<file path="config.mk">
export PLATFORM = sky130hd
export DESIGN_NAME = clock_period_meter
export DESIGN_NICKNAME = d
export VERILOG_FILES = /design/src/rtl/clock_meter_pkg.sv /design/src/rtl/sync_edge_detect.sv /design/src/rtl/clock_period_meter.sv
export SDC_FILE = /design/constraint.sdc
export NUM_CORES = 1
export LEC_CHECK = 0
export BUFFER_PORTS_ARGS = -buffer_cell sky130_fd_sc_hd__buf_2
export CAP_MARGIN = 20
export CORE_MARGIN = 10
export CORE_UTILIZATION = 50
export CTS_CLUSTER_DIAMETER = 80
export DETAILED_ROUTE_END_ITERATION = 16
export PLACE_DENSITY = 0.82
export SKIP_LAST_GASP = 1
export SLEW_MARGIN = 5
export SYNTH_ARGS = -nofsm -noshare
export SYNTH_HDL_FRONTEND = slang
export SYNTH_SLANG_ARGS = --single-unit
</file>
<file path="constraint.sdc">
create_clock -name clk -period 10.7 [get_ports clk]
set_clock_uncertainty 0.05 [all_clocks]
set_input_delay 0.535 -clock clk [delete_from_list [all_inputs] [get_ports clk]]
set_output_delay 0.535 -clock clk [all_outputs]
set_load 0.05 [all_outputs]
</file>
<file path="src/rtl/clock_meter_pkg.sv">
// Shared types and defaults for the clock period meter and its front end.
package clock_meter_pkg;

   localparam int CNT_W_DEF       = 32;
   localparam int TIMEOUT_DEF     = 50000000;
   localparam int SYNC_STAGES_DEF = 2;

   typedef enum logic [1:0] {
      IDLE,
      WAIT_RISE,
      MEASURE
   } meter_state_t;

endpackage

</file>
<file path="src/rtl/sync_edge_detect.sv">
// Synchronizes an asynchronous input into the clk domain and flags its edges.
// Both edges see the same SYNC_STAGES+1 cycle latency, so pulse widths are preserved.
module sync_edge_detect #(
   parameter int SYNC_STAGES = 2
) (
   input  logic clk,
   input  logic rst,
   input  logic async_in,
   output logic level,
   output logic rise,
   output logic fall
);

   logic [SYNC_STAGES-1:0] r_sync;
   logic                   r_levelDly;

   always_ff @(posedge clk or posedge rst) begin
      if (rst) begin
         r_sync     <= '0;
         r_levelDly <= 1'b0;
      end else begin
         r_sync     <= {r_sync[SYNC_STAGES-2:0], async_in};
         r_levelDly <= r_sync[SYNC_STAGES-1];
      end
   end

   assign level = r_sync[SYNC_STAGES-1];
   assign rise  = level & ~r_levelDly;
   assign fall  = ~level & r_levelDly;

endmodule

</file>
<file path="src/rtl/clock_period_meter.sv">
// Measures period and high time of a slow asynchronous square wave in clk cycles,
// with a one-cycle valid strobe and a sticky timeout for a stalled input.
module clock_period_meter
   import clock_meter_pkg::*;
#(
   parameter int CNT_W       = CNT_W_DEF,
   parameter int TIMEOUT     = TIMEOUT_DEF,
   parameter int SYNC_STAGES = SYNC_STAGES_DEF
) (
   input  logic             clk,
   input  logic             rst,
   input  logic             enable,
   input  logic             sig_in,
   output logic [CNT_W-1:0] period,
   output logic [CNT_W-1:0] high_time,
   output logic             valid,
   output logic             busy,
   output logic             timeout
);

   localparam logic [CNT_W-1:0] TIMEOUT_C = CNT_W'(TIMEOUT);
   localparam logic [CNT_W-1:0] ONE_C     = CNT_W'(1);

   meter_state_t     r_state;
   logic [CNT_W-1:0] r_cnt;
   logic [CNT_W-1:0] r_hiCap;
   logic [CNT_W-1:0] r_period;
   logic [CNT_W-1:0] r_highTime;
   logic             r_valid;
   logic             r_busy;
   logic             r_timeout;
   logic             w_rise;
   logic             w_fall;

   sync_edge_detect #(
      .SYNC_STAGES(SYNC_STAGES)
   ) u_syncEdge (
      .clk     (clk),
      .rst     (rst),
      .async_in(sig_in),
      .level   (),
      .rise    (w_rise),
      .fall    (w_fall)
   );

   // A rise restarts the count at 1, so the count seen at the next rise is the period.
   always_ff @(posedge clk or posedge rst) begin
      if (rst) begin
         r_state    <= IDLE;
         r_cnt      <= '0;
         r_hiCap    <= '0;
         r_period   <= '0;
         r_highTime <= '0;
         r_valid    <= 1'b0;
         r_busy     <= 1'b0;
         r_timeout  <= 1'b0;
      end else begin
         r_valid <= 1'b0;
         if (!enable) begin
            r_state   <= IDLE;
            r_cnt     <= '0;
            r_busy    <= 1'b0;
            r_timeout <= 1'b0;
         end else begin
            case (r_state)
               IDLE: begin
                  r_cnt   <= '0;
                  r_state <= WAIT_RISE;
                  r_busy  <= 1'b1;
               end
               WAIT_RISE: begin
                  if (w_rise) begin
                     r_state <= MEASURE;
                     r_cnt   <= ONE_C;
                     r_hiCap <= '0;
                  end else if (r_cnt == TIMEOUT_C) begin
                     r_timeout <= 1'b1;
                     r_cnt     <= '0;
                  end else begin
                     r_cnt <= r_cnt + ONE_C;
                  end
               end
               MEASURE: begin
                  if (w_fall) begin
                     r_hiCap <= r_cnt;
                  end
                  // A rise landing on the timeout count is still a legal period.
                  if (w_rise) begin
                     r_period   <= r_cnt;
                     r_highTime <= r_hiCap;
                     r_valid    <= 1'b1;
                     r_timeout  <= 1'b0;
                     r_cnt      <= ONE_C;
                  end else if (r_cnt == TIMEOUT_C) begin
                     r_timeout <= 1'b1;
                     r_cnt     <= '0;
                     r_state   <= WAIT_RISE;
                  end else begin
                     r_cnt <= r_cnt + ONE_C;
                  end
               end
               default: begin
                  r_state <= IDLE;
                  r_busy  <= 1'b0;
               end
            endcase
         end
      end
   end

   assign period    = r_period;
   assign high_time = r_highTime;
   assign valid     = r_valid;
   assign busy      = r_busy;
   assign timeout   = r_timeout;

endmodule

</file>
==> results list <==
* Area of the core: between 10000 and 15000 um^2
* Primary FF master, synth: sky130_fd_sc_hd__dfrtp_1
* Cell types with the largest area share after synthesis: sky130_fd_sc_hd__dfrtp_1, sky130_fd_sc_hd__mux2_2, sky130_fd_sc_hd__nand2_1
- Detailed placer's ending HPWL: 9370 um
- For the worst setup path, the data arrival time is 2.90 ns.
- First DRT Iteration DRCs: 401
- CP max FO: 13
* Final-layout setup total negative slack: 0 ns
- Area delta synth->final: 16.2%
- Port bufs: 70
* Fmax achieved: 379 MHz
* Clock power share: around 45%
* Sw power: 0.356 mW
- Post-synth ARST share: 100%
* Combinational share of power: 13.7%
* Share of the synthesized area in the top cell type: between 50% and 60%
- Post-Route Hold Slack: a little over 0.1 ns
- Total power draw: around 1.3 mW
- GRT Util Overall: 17.8%
* H-Tree Level Count: 4
- Worst IR Drop VDD: 0.110 mV
- The final route contains 4447 vias.
- Effective utilization at floorplan: 50.6%
- The filler cells instantiated in the layout total 959.
- Cells with a size suffix above 1 make up 28.5% of the layout.
* Number of global-route vias before repair: 4577
- Routability congestion estimate: slightly below 0.9
* Leakage power: 3.47 nW
- Post-route core utilization: about three fifths
- Switching fraction of total power: 27.7%
- Die area: 16900 um^2
* Fin cells: around 770
- Post-CTS timing repair inserted 0 buffers for setup.
- CP Class: flop to flop
- TritonCTS buffer count: 17
- The later pin in the worst-skew pair is clocked with a latency of 0.42 ns.
- Power per cell area: about 180 nW/um^2
* Vias per cell: 5.81
- R2r setup slk: 8.06 ns
* Number of max-cap violations: 0
- Post-synthesis instance area: 6060 um^2
- For this run, the number of Yosys warnings is 0.
- Number of detailed-routing iterations run before antenna repair: 6
- Post-synthesis sequential area ratio: 56.2%
* Clock Sink Count: ~140
- Post-CTS resize count: 0
- Cell taking the most area after synthesis: sky130_fd_sc_hd__dfrtp_1
- In this run the mean area of a mapped cell was ~11 um^2.
* Number of flops mapped to enable cells by yosys: 0
- At the worst endpoint, the required time is 10.96 ns.
- Slew of the pin with the lowest slew margin: 0.968 ns
* Critical Path Source Type: flop
- Die Y-Extent: 130 um
- Number of max-slew violations in the final report: 0
- Storage element area: 3400 um^2
* Number of remaining DRC errors: 0
- CTS clock-pin slew for the worst setup and hold paths: 0.06 ns
- Crit path time final: between 2 and 3 ns
- Outcome: finished clean
* # setup viols final: 0
- The internal power of the cells totals 0.926 mW.
- The first global-routing pass estimated 24000 um of wire.
* Path class of the lowest-slack min-delay path: input pin to asynchronous set/reset pin
* Bufs on Longest Clock Path: 2
- Count of distinct cell types in the synthesized netlist: 50
- The routed design has 14500 um of wire.
- I/O pin count: 71
* Antenna fix cells: 0
* Mean routed wirelength per cell: 18.9 um
- In the final layout, the multi-input gates occupy 2430 um^2.
- Portion of the clock cycle consumed by the worst path in the final layout: between 20% and 30%
- Counting flops and latches in the post-synthesis netlist gives approximately 140.
- Std cell rows: 40
- Crit end category: flop
- In this run the tightest slew margin relative to its limit is 34.9%.
- Antenna-violating nets left: 0
- Final net count: 615
- Antenna violations before repair: 0
- Synthesis produced around 560 cells.
* Largest net degree at the start of global routing: 86
- GRT overflow: 0
* Buffer type at the clock tree root: sky130_fd_sc_hd__clkbuf_16
- Registers are responsible for 41.7% of the overall power.
- The number of nets handed over by synthesis was 566.
* Number of buffers inserted for hold repair after clock tree synthesis: 0
- The count of endpoints failing hold in the final timing report is 0.
- Placed Cells: 731
- TritonCTS built the clock tree.
- Setup repair after global routing left no endpoint under its margin.
- In this run the horizontal extent of the chip is 130 um.
per-layer routing:
metal	up-vias	GRT usage, %	part of all wire (%)	wire [um]
met4	0	6.75	1.9	273
met1	2209	21.7	41	5990
met5	-	0	0	0
met3	30	4.91	7.1	1030
li1	2029	-	-	-
met2	179	29.6	50	7200
state kept, by name, indices dropped and copies added (netlist names):
name and cells:
busy 1, u_syncEdge.r_levelDly 1, r_cnt 32, r_state 2, high_time 32, r_hiCap 32, period 32, valid 1
u_syncEdge.r_sync 2, timeout 1
stage by stage:
stage,cell area (um^2),worst slack (ns)
6_report,7040,8.06
5_1_grt,7040,7.91
2_1_floorplan,6060,6.48
3_3_place_gp,6430,8.14
4_1_cts,7010,8.04
3_5_place_dp,6430,8.05
final cells by class:
type                    count  share of cell area [%]
well taps                 147                    2.61
flip-flops and latches    136                    48.3
clock inverters             8                    1.35
clock buffers              24                    6.84
repair buffers             76                    5.86
inverters                   7                   0.444
multi-input cells         367                    34.5
cells in the final DEF (no fill, tap or decap), types with 6 or more instances in the layout:
master | synthesis | layout
sky130_fd_sc_hd__dfrtp_1 | 136 | 136
sky130_fd_sc_hd__nand2_1 | 98 | 98
sky130_fd_sc_hd__buf_2 | 9 | 70
sky130_fd_sc_hd__mux2_2 | 61 | 61
sky130_fd_sc_hd__o21ai_0 | 41 | 41
sky130_fd_sc_hd__nor2_1 | 28 | 28
sky130_fd_sc_hd__clkbuf_16 | 0 | 17
sky130_fd_sc_hd__nand4_1 | 15 | 15
sky130_fd_sc_hd__nand3_1 | 16 | 15
sky130_fd_sc_hd__nor3_1 | 11 | 11
sky130_fd_sc_hd__xor2_1 | 9 | 9
sky130_fd_sc_hd__and4_1 | 7 | 7
sky130_fd_sc_hd__xnor2_1 | 7 | 7
sky130_fd_sc_hd__inv_1 | 7 | 6
sky130_fd_sc_hd__nor4_1 | 6 | 6
sky130_fd_sc_hd__nor4b_1 | 6 | 6
sky130_fd_sc_hd__ha_1 | 6 | 6
cell usage after synthesis (all sizes together) (7+ instances only):
library cell and count:
xor2 9, dfrtp 136, nand2 98, xnor2 7
clkbuf 27, inv 7, o21ai 41, nor2 28
nand4 15, buf 19, mux2 61, and4 7
nor3 11, nand3 16
cell families after synthesis:
group	Yosys count	share of synthesized area, %
AO/OA/AOI/OAI	66	6.67
XOR/XNOR	16	2.31
adder cells (fa/ha/maj)	6	1.24
buffers and inverters	53	3.97
flip-flops	136	56.2
multiplexers	66	12.2
AND/OR/NAND/NOR	213	17.5
worst paths after layout:
kind                                      start                   end  cells after the start
setup / recovery                     r_state[0]             r_cnt[24]                      6
setup reg to reg                     r_state[0]             r_cnt[24]                      6
min in group clk                         sig_in  u_syncEdge.r_sync[0]                      1
hold reg to reg            u_syncEdge.r_sync[0]  u_syncEdge.r_sync[1]                      0
hold / removal                              rst         high_time[24]                      2
max in group asynchronous                   rst            period[11]                      4
power by group through the flow:
| stage | sequential (mW) | combinational (mW) | clock (mW) |
|---|---|---|---|
| after floorplan | 0.554 | 0.121 | 0 |
| final | 0.534 | 0.176 | 0.572 |
| after global routing | 0.535 | 0.193 | 0.602 |
| after detailed placement | 0.543 | 0.173 | 0 |
| after global placement | 0.542 | 0.167 | 0 |
| after CTS | 0.534 | 0.175 | 0.574 |
worst max-delay path, stage by stage, from the launching register on:
cell	delay, ns
sky130_fd_sc_hd__dfrtp_1	0.40
sky130_fd_sc_hd__inv_1	0.10
sky130_fd_sc_hd__ha_1	0.41
sky130_fd_sc_hd__nand2_1	0.16
sky130_fd_sc_hd__nor2_1	0.76
sky130_fd_sc_hd__nand2_1	0.33
sky130_fd_sc_hd__o31ai_1	0.34
No activity file was read; power rests on OpenSTA's default activity.
